===== config.mk =====
export PLATFORM = sky130hd
export DESIGN_NAME = enc4x2_pipe
export DESIGN_NICKNAME = d
export VERILOG_FILES = /design/src/rtl/enc4x2_pkg.sv /design/src/rtl/enc4x2_prio.sv /design/src/rtl/enc4x2_pipe.sv
export SDC_FILE = /design/constraint.sdc
export NUM_CORES = 1
export LEC_CHECK = 0
export ABC_AREA = 1
export CAP_MARGIN = 20
export CORE_ASPECT_RATIO = 1.2
export CORE_MARGIN = 2
export CORE_UTILIZATION = 40
export CTS_BUF_LIST = sky130_fd_sc_hd__clkbuf_4 sky130_fd_sc_hd__clkbuf_8
export CTS_CLUSTER_DIAMETER = 100
export DETAILED_ROUTE_END_ITERATION = 7
export HOLD_SLACK_MARGIN = 0.12
export MAX_ROUTING_LAYER = met4
export PLACE_DENSITY_LB_ADDON = 0.15
export SLEW_MARGIN = 30
export SYNTH_ARGS = -nofsm -noshare
export SYNTH_HDL_FRONTEND = slang
export SYNTH_SLANG_ARGS = --single-unit

===== constraint.sdc =====
create_clock -name clk -period 1.5 [get_ports clk]
set_input_delay 0.45 -clock clk [delete_from_list [all_inputs] [get_ports clk]]
set_output_delay 0.45 -clock clk [all_outputs]
set_load 0.01 [all_outputs]

===== src/rtl/enc4x2_pkg.sv =====
// Shared types for the 4-to-2 priority encoder pipeline.
package enc4x2_pkg;

  localparam int CODE_W = 2;

  // Skid-buffer occupancy
  typedef enum logic [1:0] {
    EMPTY = 2'd0,
    ONE   = 2'd1,
    TWO   = 2'd2
  } occ_e;

  // One stored result: encoded index plus not-one-hot flag
  typedef struct packed {
    logic [CODE_W-1:0] code;
    logic              err;
  } ent_t;

endpackage


===== src/rtl/enc4x2_prio.sv =====
// Combinational highest-bit-wins encoder with not-one-hot detection.
module enc4x2_prio
  import enc4x2_pkg::*;
(
  input  logic [3:0]        in,
  output logic [CODE_W-1:0] code,
  output logic              err
);

  // Priority encode; an all-zero word encodes as 0
  always_comb begin
    code = '0;
    casez (in)
      4'b1???: code = 2'd3;
      4'b01??: code = 2'd2;
      4'b001?: code = 2'd1;
      default: code = 2'd0;
    endcase
  end

  // x & (x-1) clears the lowest set bit, so nonzero means two or more bits set
  always_comb begin
    err = (in == 4'd0) | (|(in & (in - 4'd1)));
  end

endmodule


===== src/rtl/enc4x2_pipe.sv =====
// Priority encoder behind a 2-entry skid buffer with saturating delivery stats.
module enc4x2_pipe
  import enc4x2_pkg::*;
#(
  parameter int CNT_W = 8
) (
  input  logic              clk,
  input  logic              rst_n,
  input  logic              in_valid,
  output logic              in_ready,
  input  logic [3:0]        in_onehot,
  output logic              out_valid,
  input  logic              out_ready,
  output logic [CODE_W-1:0] out_code,
  output logic              out_err,
  input  logic              clr_cnt,
  output logic [CNT_W-1:0]  word_cnt,
  output logic [CNT_W-1:0]  err_cnt
);

  localparam logic [CNT_W-1:0] CNT_MAX = '1;

  occ_e             state_q, state_d;
  ent_t             head_q, head_d;   // oldest word, drives the outputs
  ent_t             tail_q, tail_d;   // second word, only valid in TWO
  logic             in_ready_q, in_ready_d;
  logic             out_valid_q, out_valid_d;
  logic [CNT_W-1:0] word_cnt_q, word_cnt_d;
  logic [CNT_W-1:0] err_cnt_q, err_cnt_d;
  ent_t             new_ent;
  logic             acc, drn;

  enc4x2_prio u_prio (
    .in   (in_onehot),
    .code (new_ent.code),
    .err  (new_ent.err)
  );

  assign acc = in_valid & in_ready_q;
  assign drn = out_valid_q & out_ready;

  // Occupancy transitions and entry movement; ready/valid are re-derived from
  // the next state so both leave the block straight from flops
  always_comb begin
    state_d = state_q;
    head_d  = head_q;
    tail_d  = tail_q;
    case (state_q)
      EMPTY: if (acc) begin
        head_d  = new_ent;
        state_d = ONE;
      end
      ONE: begin
        if (acc && drn)  head_d = new_ent;
        else if (acc)    begin tail_d = new_ent; state_d = TWO; end
        else if (drn)    state_d = EMPTY;
      end
      TWO: if (drn) begin
        head_d  = tail_q;
        state_d = ONE;
      end
      default: state_d = EMPTY;
    endcase
    in_ready_d  = (state_d != TWO);
    out_valid_d = (state_d != EMPTY);
  end

  // Saturating statistics; clear wins over a same-cycle delivery
  always_comb begin
    word_cnt_d = word_cnt_q;
    err_cnt_d  = err_cnt_q;
    if (clr_cnt) begin
      word_cnt_d = '0;
      err_cnt_d  = '0;
    end else if (drn) begin
      if (word_cnt_q != CNT_MAX)              word_cnt_d = word_cnt_q + 1'b1;
      if (head_q.err && err_cnt_q != CNT_MAX) err_cnt_d  = err_cnt_q + 1'b1;
    end
  end

  // State and registered outputs
  always_ff @(posedge clk or negedge rst_n) begin
    if (!rst_n) begin
      state_q     <= EMPTY;
      head_q      <= '0;
      tail_q      <= '0;
      in_ready_q  <= 1'b0;
      out_valid_q <= 1'b0;
      word_cnt_q  <= '0;
      err_cnt_q   <= '0;
    end else begin
      state_q     <= state_d;
      head_q      <= head_d;
      tail_q      <= tail_d;
      in_ready_q  <= in_ready_d;
      out_valid_q <= out_valid_d;
      word_cnt_q  <= word_cnt_d;
      err_cnt_q   <= err_cnt_d;
    end
  end

  assign in_ready  = in_ready_q;
  assign out_valid = out_valid_q;
  assign out_code  = head_q.code;
  assign out_err   = head_q.err;
  assign word_cnt  = word_cnt_q;
  assign err_cnt   = err_cnt_q;

endmodule


==> results of run 1 <==
[cell usage after synthesis]
library cell and count:
o21ai_0 3, nor3_1 1, nor2_2 1, ha_1 2
inv_1 18, o21a_1 1, inv_2 6, a31oi_1 1
dfrtp_1 26, o21ai_2 4, nand4_1 4, nand3_1 17
buf_12 1, xor2_1 4, o21ai_1 7, nand3_2 1
nand2_4 1, nand2_2 2, a21oi_1 2, nor2_4 2
nand2_1 69, buf_2 1, nor2_1 21, o21bai_1 2
a21oi_2 1
[layer usage]
layer  routed length, um  up-vias
met1                1490      646
met5                   0        -
met3                 100        5
met4                  58        0
met2                1709       23
li1                    -      740
[worst paths after layout]
| path | end | cells after the start | slack [ns] |
|---|---|---|---|
| min in group asynchronous | word_cnt[3]$_DFFE_PN0P_ | 2 | 0.52 |
| min reg2reg | out_code[1]$_DFFE_PN0P_ | 2 | 0.48 |
| min | out_code[1]$_DFFE_PN0P_ | 2 | 0.48 |
| max | err_cnt[1] | 1 | 0.05 |
| max in group asynchronous | err_cnt[7]$_DFFE_PN0P_ | 2 | 0.83 |
| max reg2reg | word_cnt[2]$_DFFE_PN0P_ | 7 | 0.10 |
[registers in the layout, indices dropped and copies added (netlist names)]
signal / cells
tail_q: 3
word_cnt: 8
state_q: 2
out_err: 1
out_code: 2
err_cnt: 8
in_ready: 1
out_valid: 1
[through the flow]
step | power, W | setup TNS [ns] | worst slack, ns
4_1_cts | 0.002368 | 0 | 0.04261
3_5_place_dp | 0.001946 | -3.301 | -0.2468
5_1_grt | 0.002573 | -0.01747 | -0.01747
6_report | 0.002363 | 0 | 0.04835
3_3_place_gp | 0.001945 | -2.804 | -0.2300
2_1_floorplan | 0.001531 | 0 | 0.1031
[timing repair]
item / in CTS / in global routing
buffers inserted: 4 / 1
pin swaps: 0 / 6
resized for setup: 21 / 8
cloned: 0 / 1
endpoints found under the setup margin: 21 / 17
hold buffers: 0 / 0
[area by class of cell]
type / instances / area share, %
clock buffers: 4 / 2.686
well taps: 39 / 2.381
multi-input cells: 147 / 36.51
repair buffers: 53 / 22.28
inverters: 24 / 4.396
flip-flops and latches: 26 / 31.75
[where the power goes]
part	internal, W	total [W]	switching [W]	leakage (nW)
sequential	0.000872	0.000980	0.000108	0.339
combinational	0.000386	0.000927	0.000540	0.722
clock	0.000235	0.000456	0.000221	0.0288
[cells by family (layout without fill, tap and decap cells)]
group | Yosys count | in the layout
AND/OR/NAND/NOR | 119 | 120
flip-flops | 26 | 26
buffers and inverters | 26 | 81
AO/OA/AOI/OAI | 21 | 21
XOR/XNOR | 4 | 4
adder cells (fa/ha/maj) | 2 | 2
==> metrics.cfg, run 1 <==
[grt]
grt_max_degree=27
grt_util_met3_pct=2.407
grt_busiest_layer=met2
globalRouteOverflowTotal=0
groute.usage.overall_pct=18.42
grt_pass1_vias=1380
grt_use_met1_pct=22.44
gr-usage-met2_pct=30.40
antenna_found_initial=0
grt_pass1_wl_mm=5.885

[timing]
period_share_pct=96.78
relSlewSlack_pct=80.21
final.setup_skew_ns=0.003469
hold_ws_ns=0.4790
tightest_slew_ns=0.2968
finalSetupViolCount=0
hold_violations=0
slew_viol_final=0
max_freq_ghz=0.6889
period_needed_ns=1.452

[yosys]
synthAdderAreaFrac_pct=1.698
synth_cells=198
muxShareOfSynthArea_pct=0
yosysTopAreaCell=dfrtp_1
yosysWarnings=0
synth-simple-area-share_pct=34.97
synth_compound_area_share_pct=8.998
synth_area_leaders=dfrtp_1 (44%), nand2_1 (18%), nand3_1 (5.8%), nor2_1 (5.3%), inv_1 (4.6%)
syn_area_per_cell_um2=7.444
synth_xor_area_share_pct=2.377
ys_seq_elements=26
syn_area_mm2=0.001474
synth_top_family_by_area=simple AND/OR/NAND/NOR gates
synth_top_area_share_pct=44.14
synth_cell_types=25
ys_seq_area_share_pct=44.14
syn_nets=209

[setup_path]
cp-start-kind=flip-flop
r2r_start=word_cnt[0]$_DFFE_PN0P_
crit_fanout=4
endpoint_kind=output pin
path_cells=dlygate4sd2_1
slowest_stage=dfrtp_1
cp_data_required_time_ns=1.05
crit_family=flip-flops
arrival_ns=1.00
cp-startpoint=err_cnt[1]$_DFFE_PN0P_
crit_buf_inv=1
critPathMaxStageDelay_ns=0.43
critical_path_class=reg -> out

[placed_design]
dpl.cell_count=284
dpl-instance-area_mm2=0.001951
place.gp.congestion=0.8500
portBuffers=29
place_hpwl_mm=2.447

[layout]
stdcell_count=293
most-common-layout-cells=nand2_1 (68), dfrtp_1 (26), buf_4 (23), dlygate4sd2_1 (21), nor2_1 (20)
antenna_cells=0
area_growth_pct=39.05
final_common_cell=nand2_1
multiInputGateArea_um2=748.2
nets=266
fin_util_pct=57.35
fillers=349
layout-drive-gt1-share_pct=20.47
seqCellArea_um2=650.6
fin_area_mm2=0.002049

[drt]
dr_total_vias=1414
routed_via_density=4.826
drt_iter0_drc=27
drt-total-wl_mm=3.359
firstDrtPassIters=4
avgRoutedWirePerCell_um=11.46
drc=0
ant_nets=0

[floorplanning]
chipHeight_um=70.50
num_rows=24
dieArea_mm2=0.004188
die_x_um=59.42
core_mm2=0.003573
boundaryPins=30
initial_core_util_pct=41.25

[flow_run]
max_cap_violations=0

[run_status]
outcome=finished, final reports clean

[pwr]
power_leakage_nw=1.090
ir_drop_v=0.0006387
power.density_mw_per_mm2=1153

[hold_path]
hold_class=reg -> reg
hp-start=out_code[1]$_DFFE_PN0P_

[cts]
cts_buffers=3
root_buffer=clkbuf_8
cts.sinks=26
cts.path.max_buffers=2
path_clk_slew_ns=0.09
clock_latency_ns=0.27
h-tree-depth=1
cts_tree=done

Power figures use the tool's default switching activity.
==> inputs of run 2 (changes only) <==
--- a/config.mk
+++ b/config.mk
@@ -20,3 +20,4 @@
 export SYNTH_ARGS = -nofsm -noshare
 export SYNTH_HDL_FRONTEND = slang
 export SYNTH_SLANG_ARGS = --single-unit
+export TNS_END_PERCENT = 1
==> constraint.sdc (replaced) <==
create_clock -name clk -period 1.8 [get_ports clk]
set_input_delay 0.54 -clock clk [delete_from_list [all_inputs] [get_ports clk]]
set_output_delay 0.54 -clock clk [all_outputs]
set_load 0.01 [all_outputs]
==> run 2 against run 1 <==
Effect of this change: total power down 18%; first-iteration DRC count up 110%; combinational power down 22%; non-clock buffer count down 15; setup slack better by 0.023 ns; die area unchanged; sequential share of layout area up 2.2 points; clock power down 20%; global-route usage down 0.51 points; routed wire length down 9.9%.
==> metrics.cfg, run 2 (synthesis results as in run 1) <==
[layout]
area_growth_pct=30.81
nets=250
antenna_cells=0
most-common-layout-cells=nand2_1 (69), dfrtp_1 (23), nor2_1 (21), inv_1 (18), nand3_1 (17)
fillers=359
layout-drive-gt1-share_pct=14.29
final_common_cell=nand2_1

[cts]
cts.sinks=26
cts_buffers=3
path_clk_slew_ns=0.08
cts.path.max_buffers=2
h-tree-depth=1
root_buffer=clkbuf_8
cts_tree=done
clock_latency_ns=0.26
hold_buffers=0

[timing]
relSlewSlack_pct=71.03
rsz0062_at_grt=false
tns_ns=0
final.setup_skew_ns=0.002492
period_share_pct=96.05
finalWorstSetupSlack_ns=0.07115
tightest_slew_ns=0.4316
slew_viol_final=0
max_freq_ghz=0.5784
hold_violations=0
period_needed_ns=1.729
finalSetupViolCount=0

[drt]
ant_nets=0
routed_via_density=4.848
drt_iter0_drc=56
avgRoutedWirePerCell_um=10.93
dr_total_vias=1343
drt-total-wl_mm=3.028
firstDrtPassIters=4
drc=0

[grt]
antenna_found_initial=0
grt_pass1_vias=1363
grt_pass1_wl_mm=5.789
globalRouteOverflowTotal=0
groute.usage.overall_pct=17.91
grt_max_degree=27

[floorplanning]
boundaryPins=30
dieArea_mm2=0.004188
num_rows=24
initial_core_util_pct=41.25
core_mm2=0.003573
die_x_um=59.42
chipHeight_um=70.50

[placed_design]
place.gp.congestion=0.7828
place_hpwl_mm=2.315
portBuffers=29
place_ws_ns=0.02844

[flow_run]
max_cap_violations=0

[setup_path]
endpoint_kind=output pin
path_cells=clkdlybuf4s50_1
critPathMaxStageDelay_ns=0.55
crit_buf_inv=1
crit_fanout=3
critical_path_class=reg -> out
slowest_stage=clkdlybuf4s50_1
arrival_ns=1.19
cp-start-kind=flip-flop
cp_data_required_time_ns=1.26
crit_family=buffers and inverters

[pwr]
ir_drop_v=0.0005321
power.density_mw_per_mm2=1000
power_leakage_nw=1.089

[hold_path]
hold_class=reg -> reg

[run_status]
outcome=finished, final reports clean

[run 2: power breakdown]
| group | switching [W] | leakage (nW) | total [W] | internal, W |
|---|---|---|---|---|
| Clock | 0.000171 | 0.0288 | 0.000366 | 0.000195 |
| Combinational | 0.000402 | 0.726 | 0.000724 | 0.000322 |
| Sequential | 0.000112 | 0.334 | 0.000839 | 0.000727 |
| Total | 0.000685 | 1.09 | 0.00193 | 0.00124 |
[run 2: path summary, 6_finish.rpt]
path	start	end	slack (ns)	cells past startpoint
min in group asynchronous	rst_n	in_ready$_DFF_PN0_	0.64	2
worst min register to register	out_code[1]$_DFFE_PN0P_	out_code[1]$_DFFE_PN0P_	0.49	2
worst min-delay path	out_code[1]$_DFFE_PN0P_	out_code[1]$_DFFE_PN0P_	0.49	2
worst max-delay path	err_cnt[6]$_DFFE_PN0P_	err_cnt[6]	0.07	1
max in group asynchronous	rst_n	err_cnt[2]$_DFFE_PN0P_	0.89	2
worst max register to register	err_cnt[0]$_DFFE_PN0P_	err_cnt[7]$_DFFE_PN0P_	0.28	8
[run 2: per-layer routing]
metal	track usage [%]	vias up	wire, um
met5	-	-	0
met4	4.545	0	25
met3	2.407	2	88
met2	28.33	20	1450
met1	23.97	612	1464
li1	-	709	-
[run 2: worst min-delay path, stage by stage (launching register included)]
cell and delay [ns]:
dfrtp_1 0.35, nand2_1 0.05, nand2_1 0.06
[run 2: per-stage QoR]
step	util, %	power, W	instances	cell area, um2	hold WS, ns
detailed placement	51.72	0.001608	272	1848	0.4732
global route	53.96	0.002115	277	1928	0.5392
CTS	53.12	0.001970	276	1898	0.4948
floorplan	-	0.001276	198	1474	0.2444
global placement	51.72	0.001606	272	1848	0.4666
finish	53.96	0.001929	277	1928	0.4909
[run 2: final cells by class]
| class | instances | area, um2 | share of cell area [%] |
|---|---|---|---|
| Clock buffer | 4 | 55.05 | 2.855 |
| Timing Repair Buffer | 38 | 371.6 | 19.27 |
| Sequential cell | 26 | 654.4 | 33.94 |
| Multi-Input combinational cell | 146 | 708.2 | 36.73 |
| Inverter | 24 | 90.09 | 4.672 |
| Tap cell | 39 | 48.80 | 2.531 |
[run 2: repair_timing]
action,4_1_cts,5_1_grt
endpoints found under the setup margin,10,10
buffers inserted,0,1
gates cloned,0,0
gates resized for setup,10,9
==> inputs of run 3 (changes only) <==
--- a/config.mk
+++ b/config.mk
@@ -12,7 +12,9 @@
 export CORE_UTILIZATION = 40
 export CTS_BUF_LIST = sky130_fd_sc_hd__clkbuf_4 sky130_fd_sc_hd__clkbuf_8
 export CTS_CLUSTER_DIAMETER = 100
+export CTS_CLUSTER_SIZE = 20
 export DETAILED_ROUTE_END_ITERATION = 7
+export DONT_BUFFER_PORTS = 1
 export HOLD_SLACK_MARGIN = 0.12
 export MAX_ROUTING_LAYER = met4
 export PLACE_DENSITY_LB_ADDON = 0.15
==> run 3 against run 2 <==
Effect of this change: fmax rose by 11%; non-clock buffer count fell by 35; clock power rose by 31%; largest power group unchanged; hold slack got worse by 0.082 ns; flip-flop and latch count did not move; global-route usage fell by 2.3 points; sequential share of layout area rose by 6.6 points; clock-buffer cell count fell by 1; cell count fell by 13%.
==> metrics.cfg, run 3 (synthesis results as in run 1) <==
[run_status]
outcome=finished, final reports clean

[timing]
max_freq_ghz=0.6395
period_share_pct=86.87
period_needed_ns=1.564
rsz0062_at_grt=false
finalSetupViolCount=0
tightest_slew_ns=0.4215
relSlewSlack_pct=71.71
hold_violations=0
hold_ws_ns=0.4087
final.setup_skew_ns=0.005789
slew_viol_final=0
tns_ns=0

[grt]
globalRouteOverflowTotal=0
groute.usage.overall_pct=15.61
grt_pass1_vias=1159
grt_max_degree=27
antenna_found_initial=0
grt_pass1_wl_mm=5.064

[drt]
avgRoutedWirePerCell_um=12.06
ant_nets=0
dr_total_vias=1220
firstDrtPassIters=4
drt-total-wl_mm=2.919
drc=0
drt_iter0_drc=48
routed_via_density=5.041

[pwr]
ir_drop_v=0.0004316
internal_power_w=0.001195
seqPwrFrac_pct=47.7
p_clk_share_pct=25.8
switching_share_pct=35.84
power_leakage_nw=0.7949
switchingPower_w=0.0006677
comb_power_share_pct=26.5
power.density_mw_per_mm2=1160

[cts]
cts_buffers=3
cts.path.max_buffers=2
cts_tree=done
h-tree-depth=1
cts.sinks=26
clock_latency_ns=0.27
root_buffer=clkbuf_8
path_clk_slew_ns=0.09

[floorplanning]
die_x_um=59.42
core_mm2=0.003573
dieArea_mm2=0.004188
boundaryPins=30
chipHeight_um=70.50
num_rows=24
initial_core_util_pct=41.25

[setup_path]
cp_data_required_time_ns=1.97
crit_fanout=8
r2r_slack_ns=0.24
critical_path_class=reg -> reg
endpoint_kind=flip-flop
cp-start-kind=flip-flop
arrival_ns=1.73

[placed_design]
place.gp.congestion=0.8964
place_hpwl_mm=2.261
portBuffers=0
dpl-instance-area_mm2=0.001505

[layout]
layout-drive-gt1-share_pct=11.82
most-common-layout-cells=nand2_1 (69), dfrtp_1 (26), nor2_1 (21), inv_1 (18), nand3_1 (17)
fin_area_mm2=0.001607
area_growth_pct=8.998
nets=215
final_common_cell=nand2_1
antenna_cells=0
fin_util_pct=44.96

[flow_run]
max_cap_violations=0

[hold_path]
hold_class=in -> reg

run 3: worst max-delay path: stages (launching register included):
cell and delay (ns):
dfrtp_1 0.47, ha_1 0.27, nand2_1 0.07, nor2_1 0.06
a21oi_2 0.36, nor2_4 0.10, nand2_1 0.08, nand2_1 0.06
run 3: power by group through the flow:
stage | Sequential [W] | Clock, W | Combinational [W]
floorplan | 0.000871 | 0 | 0.000405
global placement | 0.000898 | 0 | 0.000477
detailed placement | 0.000901 | 0 | 0.000480
CTS | 0.000889 | 0.000493 | 0.000504
global route | 0.000911 | 0.000518 | 0.000578
finish | 0.000888 | 0.000481 | 0.000494
run 3: final timing paths:
check	depth (start not counted)	endpoint	start
min	3	word_cnt[3]$_DFFE_PN0P_	clr_cnt
max reg2reg	7	err_cnt[4]$_DFFE_PN0P_	err_cnt[0]$_DFFE_PN0P_
max	7	err_cnt[4]$_DFFE_PN0P_	err_cnt[0]$_DFFE_PN0P_
min reg2reg	2	tail_q[0]$_DFFE_PN0P_	tail_q[0]$_DFFE_PN0P_
min in group asynchronous	2	word_cnt[4]$_DFFE_PN0P_	rst_n
max in group asynchronous	2	word_cnt[0]$_DFFE_PN0P_	rst_n
run 3: repair_timing:
action,in CTS,in global routing
hold endpoints to repair,26,0
gates resized for setup,0,0
buffers inserted,0,0
hold buffers,2,0
run 3: cell type report:
| cell class | instances | area, um2 |
|---|---|---|
| Tap cell | 39 | 48.80 |
| Fill cell | 355 | 1967 |
| Multi-Input combinational cell | 146 | 708.2 |
| Clock buffer | 3 | 41.29 |
| Inverter | 24 | 90.09 |
| Timing Repair Buffer | 3 | 37.54 |
| Clock inverter | 1 | 30.03 |
| Sequential cell | 26 | 650.6 |
run 3: per-stage QoR:
stage	setup WS, ns	cells	power [W]
finish	0.2363	242	0.001863
detailed placement	0.2517	236	0.001381
CTS	0.2415	242	0.001887
global route	0.1002	242	0.002006
global placement	0.3045	236	0.001375
floorplan	0.4031	198	0.001276
run 3: routing by layer:
layer,wire (um),vias to the layer above,track usage (%),part of all wire (%)
met5,0,-,-,0
met4,26,0,3.788,0.89
met3,197,4,3.704,6.7
met2,1393,28,25.27,48
met1,1302,554,19.37,45
li1,-,634,-,-
